<file path="src/rtl/dma_dsc_cache_pkg.sv">
// Shared constants, default-shape typedefs and helpers for the DMA descriptor cache.
package dma_dsc_cache_pkg;

  localparam int DSC_DATA_W  = 13;
  localparam int DSC_DEPTH   = 4;
  localparam int RD_LAT_ADDR = 1;
  localparam int RD_LAT_DATA = 2;

  typedef logic [DSC_DATA_W-1:0] dsc_entry_t;
  typedef logic [DSC_DEPTH-1:0]  dsc_vld_vec_t;

  // Number of set bits in a valid vector of up to 64 entries.
  function automatic logic [6:0] popcount(input logic [63:0] v);
    logic [6:0] c;
    c = '0;
    for (int i = 0; i < 64; i++) c = c + {6'd0, v[i]};
    return c;
  endfunction

endpackage

</file>
<file path="src/rtl/dma_dsc_cache_mem.sv">
// Plain 1W1R descriptor storage: no reset, read port samples at the clock edge (read-first).
module dma_dsc_cache_mem
  import dma_dsc_cache_pkg::*;
#(
  parameter  int DATA_W = DSC_DATA_W,
  parameter  int DEPTH  = DSC_DEPTH,
  localparam int ADDR_W = $clog2(DEPTH)
) (
  input  logic              i_clk,
  input  logic              i_w_en,
  input  logic [ADDR_W-1:0] i_w_addr,
  input  logic [DATA_W-1:0] i_w_data,
  input  logic              i_r_en,
  input  logic [ADDR_W-1:0] i_r_addr,
  output logic [DATA_W-1:0] o_r_data
);

  logic [DATA_W-1:0] r_mem [DEPTH];
  logic [DATA_W-1:0] r_q;

  always_ff @(posedge i_clk) begin
    if (i_w_en) r_mem[i_w_addr] <= i_w_data;
    if (i_r_en) r_q <= r_mem[i_r_addr];
  end

  assign o_r_data = r_q;

endmodule

</file>
<file path="src/rtl/dma_dsc_cache_ram.sv">
// Descriptor cache: storage plus per-entry valid bits, invalidate, forwarding and read pipe.
module dma_dsc_cache_ram
  import dma_dsc_cache_pkg::*;
#(
  parameter  int DATA_W = DSC_DATA_W,
  parameter  int DEPTH  = DSC_DEPTH,
  parameter  int RD_LAT = RD_LAT_ADDR,
  parameter  bit FWD_EN = 1'b1,
  localparam int ADDR_W = $clog2(DEPTH)
) (
  input  logic              i_clk,
  input  logic              i_srst_n,
  input  logic              i_w_en,
  input  logic [ADDR_W-1:0] i_w_addr,
  input  logic [DATA_W-1:0] i_w_data,
  input  logic              i_r_en,
  input  logic [ADDR_W-1:0] i_r_addr,
  output logic [DATA_W-1:0] o_r_data,
  output logic              o_r_valid,
  output logic              o_r_hit,
  input  logic              i_inv_en,
  input  logic [ADDR_W-1:0] i_inv_addr,
  input  logic              i_inv_all,
  output logic [DEPTH-1:0]  o_valid_vec,
  output logic [ADDR_W:0]   o_occ_cnt
);

  localparam int OCC_W = ADDR_W + 1;

  logic [DEPTH-1:0]  r_valid, w_valid_nxt;
  logic [ADDR_W:0]   r_occ;
  logic [DATA_W-1:0] w_mem_q, w_data1, r_wdata1;
  logic              w_col, r_vld1, r_hit1, r_fwd1, r_zero;

  dma_dsc_cache_mem #(.DATA_W(DATA_W), .DEPTH(DEPTH)) u_mem (
    .i_clk    (i_clk),
    .i_w_en   (i_w_en),
    .i_w_addr (i_w_addr),
    .i_w_data (i_w_data),
    .i_r_en   (i_r_en),
    .i_r_addr (i_r_addr),
    .o_r_data (w_mem_q)
  );

  assign w_col = i_r_en && i_w_en && (i_r_addr == i_w_addr);

  // Write is applied last so it wins over either invalidate on the same entry.
  always_comb begin
    w_valid_nxt = r_valid;
    if (i_inv_all) w_valid_nxt = '0;
    if (i_inv_en)  w_valid_nxt[i_inv_addr] = 1'b0;
    if (i_w_en)    w_valid_nxt[i_w_addr] = 1'b1;
  end

  always_ff @(posedge i_clk) begin
    if (!i_srst_n) begin
      r_valid <= '0;
      r_occ   <= '0;
    end else begin
      r_valid <= w_valid_nxt;
      r_occ   <= OCC_W'(popcount(64'(w_valid_nxt)));
    end
  end

  // Stage 1: hit bit and forward select captured with the request.
  always_ff @(posedge i_clk) begin
    if (!i_srst_n) begin
      r_vld1 <= 1'b0;
      r_hit1 <= 1'b0;
      r_zero <= 1'b1;
    end else begin
      r_vld1 <= i_r_en;
      if (i_r_en) begin
        r_hit1 <= (FWD_EN && w_col) ? 1'b1 : r_valid[i_r_addr];
        r_zero <= 1'b0;
      end
    end
  end

  always_ff @(posedge i_clk) begin
    if (i_r_en) begin
      r_fwd1   <= FWD_EN && w_col;
      r_wdata1 <= i_w_data;
    end
  end

  // r_zero presents zero data after reset until the first read result lands.
  assign w_data1 = r_zero ? '0 : (r_fwd1 ? r_wdata1 : w_mem_q);

  if (RD_LAT == RD_LAT_DATA) begin : g_lat2
    logic              r_vld2, r_hit2;
    logic [DATA_W-1:0] r_data2;
    always_ff @(posedge i_clk) begin
      if (!i_srst_n) begin
        r_vld2  <= 1'b0;
        r_hit2  <= 1'b0;
        r_data2 <= '0;
      end else begin
        r_vld2 <= r_vld1;
        if (r_vld1) begin
          r_hit2  <= r_hit1;
          r_data2 <= w_data1;
        end
      end
    end
    assign o_r_valid = r_vld2;
    assign o_r_hit   = r_vld2 & r_hit2;
    assign o_r_data  = r_data2;
  end else begin : g_lat1
    assign o_r_valid = r_vld1;
    assign o_r_hit   = r_vld1 & r_hit1;
    assign o_r_data  = w_data1;
  end

  assign o_valid_vec = r_valid;
  assign o_occ_cnt   = r_occ;

endmodule

</file>
<file path="config.mk">
export PLATFORM = sky130hd
export DESIGN_NAME = dma_dsc_cache_ram
export DESIGN_NICKNAME = d
export VERILOG_FILES = /design/src/rtl/dma_dsc_cache_pkg.sv /design/src/rtl/dma_dsc_cache_mem.sv /design/src/rtl/dma_dsc_cache_ram.sv
export SDC_FILE = /design/constraint.sdc
export NUM_CORES = 1
export LEC_CHECK = 0
export CAP_MARGIN = 15
export CORE_ASPECT_RATIO = 1.25
export CORE_MARGIN = 4
export CORE_UTILIZATION = 30
export DETAILED_ROUTE_END_ITERATION = 10
export HOLD_SLACK_MARGIN = 0.05
export SETUP_SLACK_MARGIN = 0.15
export SLEW_MARGIN = 20
export SYNTH_ARGS = -nofsm -noshare
export SYNTH_HDL_FRONTEND = slang
export SYNTH_HIERARCHICAL = 1
export SYNTH_SLANG_ARGS = --single-unit
</file>
<file path="constraint.sdc">
create_clock -name i_clk -period 3.1 [get_ports i_clk]
set_input_delay 0.62 -clock i_clk [delete_from_list [all_inputs] [get_ports i_clk]]
set_output_delay 0.62 -clock i_clk [all_outputs]
set_load 0.1 [all_outputs]
</file>
==> results.json <==
{
  "status": "finished clean",
  "cts_buffers": 9,
  "synth_top_area_share": 0.701,
  "synthFlopType": "edfxtp_1",
  "synth_common_cells": "edfxtp_1, mux2i_1, nor2_1",
  "ir_drop_mv": 0.230,
  "synth_xor_area_frac": 0.00518,
  "grt_use_total": 0.0986,
  "place_inst": 355,
  "ff2ff_setup_slack_ns": 1.31,
  "ys_seq_area_frac": 0.760,
  "die_x_um": 103,
  "dp_hpwl_um": 3950,
  "setup_viol": 0,
  "portBuffers": 46,
  "synth_top_family_by_area": "multiplexers",
  "synthAdderAreaFrac": 0.0133,
  "worst_slew_pin_slew_ns": 0.793,
  "post-route-drc-count": 0,
  "synth_area_leader_cell": "edfxtp_1",
  "syn-cell-area_um2": 3380,
  "wirelength_um": 6030,
  "rsz0062_at_grt": "no",
  "critical_path_class": "in -> reg",
  "antenna_found_initial": 0,
  "synth_area_leaders": "edfxtp_1, mux4_2, dfxtp_1",
  "place_area_um2": 4000,
  "hold_violations": 0,
  "yosysMostFrequentCell": "edfxtp_1",
  "nets": 259,
  "skew_ns": 0.00412,
  "muxShareOfSynthArea": 0.135,
  "place_worst_setup_slack_ns": 0.162,
  "num_rows": 43,
  "ctsHoldBuffers": 0,
  "final.setup.tns_ns": 0,
  "grt_pass1_wl_um": 9400,
  "start_kind": "primary input",
  "grt_pass1_vias": 1780,
  "drt_iter0_markers": 59,
  "ant_nets": 0,
  "ys_types": 27,
  "wl_per_cell_um": 16.3,
  "htree_levels": 3,
  "min_period_over_period": 0.835,
  "clk_latency_ns": 0.32,
  "synth-edff-count": 79,
  "critPathMaxFanout": 4,
  "hold_path_depth": 2,
  "powerDensity_nw_per_um2": 639,
  "ys_warn_count": 6,
  "worstPathArrival_ns": 2.82,
  "min_period_ns": 2.59,
  "slew_headroom": 0.469,
  "path_clk_slew_ns": 0.06,
  "cts_resized": 0,
  "final_cell_area_um2": 4280,
  "syn-num-nets": 198,
  "grt_max_degree": 20,
  "async_flop_share": 0,
  "critPathCaptureType": "flop",
  "rr_endpoint": "o_occ_cnt[1]",
  "fin_cells": 371,
  "grt_overflow_total": 0,
  "slew_viol_final": 0,
  "via_per_inst": 4.58,
  "root_buffer": "clkbuf_16",
  "die_h_um": 127,
  "pin_count": 47,
  "ff2ff_path_depth": 5,
  "synth_compound_area_frac": 0.0192,
  "area_growth_syn_to_layout_pct": 26.5,
  "min_from": "r_hit1",
  "p_leak_nw": 1.55,
  "clk_path_buf_depth": 2,
  "critical_path_required_ns": 3.33,
  "core_um2": 11100,
  "synthCells": 170,
  "dieArea_um2": 13100,
  "min_to": "r_hit1",
  "place_congestion": 0.704,
  "hp-class": "reg -> reg",
  "vias": 1701,
  "cts.sinks": 89,
  "max_freq_ghz": 0.386,
  "post-cts-setup-buffers": 0,
  "setup_ws_ns": 0.511,
  "drive_gt1_frac": 0.233,
  "initial_utilization": 0.305,
  "diodes": 0,
  "detail_route.first_pass.iterations": 4,
  "cts_tree": "yes",
  "synthSimpleGateAreaFrac": 0.0551,
  "r2r-start": "o_valid_vec[1]",
  "syn_area_per_cell_um2": 19.9,
  "ys_seq_elements": 89,
  "cap_violations": 0
}
==> state kept, by name (all words and copies together), names as in the netlist <==
name / count
o_valid_vec: 4
o_r_valid: 1
u_mem/o_r_data: 13
r_zero: 1
r_hit1: 1
r_wdata1: 13
o_occ_cnt: 3
r_fwd1: 1
u_mem/r_mem: 52
==> cell families (layout without fill, tap and decap cells) <==
logic type,after synthesis,in the layout
flops,89,89
simple gates,33,33
mux,27,27
compound gates,8,8
buf+inv,8,74
fa+ha+maj,3,3
xor+xnor,2,2
==> power breakdown <==
group	total [mW]	internal [mW]	leakage (nW)	switching, mW
clock network	1.01	0.615	0.136	0.395
logic	0.322	0.108	0.592	0.215
registers	1.40	1.38	0.824	0.0205
==> worst max-delay path, stage by stage <==
cell and delay [ns]:
clkdlybuf4s50_1 0.51, or3b_1 0.36, a32o_2 0.28, fa_1 0.44
ha_1 0.20, ha_1 0.26, and2_1 0.15
==> cells in the final DEF (no fill, tap or decap), types with 9 or more instances in the layout <==
master / synthesis / layout
clkbuf_16: 0 / 9
and2_1: 10 / 10
dfxtp_1: 10 / 10
nor2_1: 13 / 13
clkdlybuf4s50_1: 0 / 24
edfxtp_1: 79 / 79
mux2i_1: 13 / 13
buf_4: 0 / 31
mux4_2: 11 / 11
==> final cells by class <==
| class | count | area (µm²) |
|---|---|---|
| clock buffers | 11 | 233 |
| clock inverters | 5 | 46.3 |
| fillers | 1023 | 6800 |
| inverters | 3 | 11.3 |
| multi-input cells | 73 | 776 |
| flip-flops and latches | 89 | 2570 |
| well taps | 135 | 169 |
| repair buffers | 55 | 473 |
==> routing by layer <==
layer / global-route usage / vias up / routed length, µm / part of all wire
met5: 0 / - / 0 / 0
met4: 0.0442 / 0 / 72 / 0.012
met3: 0.0347 / 7 / 349 / 0.058
met2: 0.163 / 47 / 3130 / 0.52
met1: 0.114 / 845 / 2470 / 0.41
li1: - / 802 / - / -
==> through the flow <==
step | hold slack, ns | util | power, mW
6_report | 0.553 | 0.386 | 2.73
3_5_place_dp | 0.542 | 0.361 | 1.76
2_1_floorplan | 0.478 | - | 1.64
4_1_cts | 0.560 | 0.386 | 2.78
3_3_place_gp | 0.549 | 0.361 | 1.75
5_1_grt | 0.635 | 0.386 | 2.84
==> worst max-delay path by stage <==
stage                               to  cells after the start     start  slack (ns)
after global placement    o_occ_cnt[1]                      7  i_inv_en        0.20
after global routing      o_occ_cnt[1]                      7  i_inv_en        0.46
final                     o_occ_cnt[1]                      7  i_inv_en        0.51
after floorplan            o_r_data[0]                      4    r_fwd1        0.40
after CTS                 o_occ_cnt[1]                      7  i_inv_en        0.52
after detailed placement  o_occ_cnt[1]                      7  i_inv_en        0.16
(Power assumes the default switching activity.)
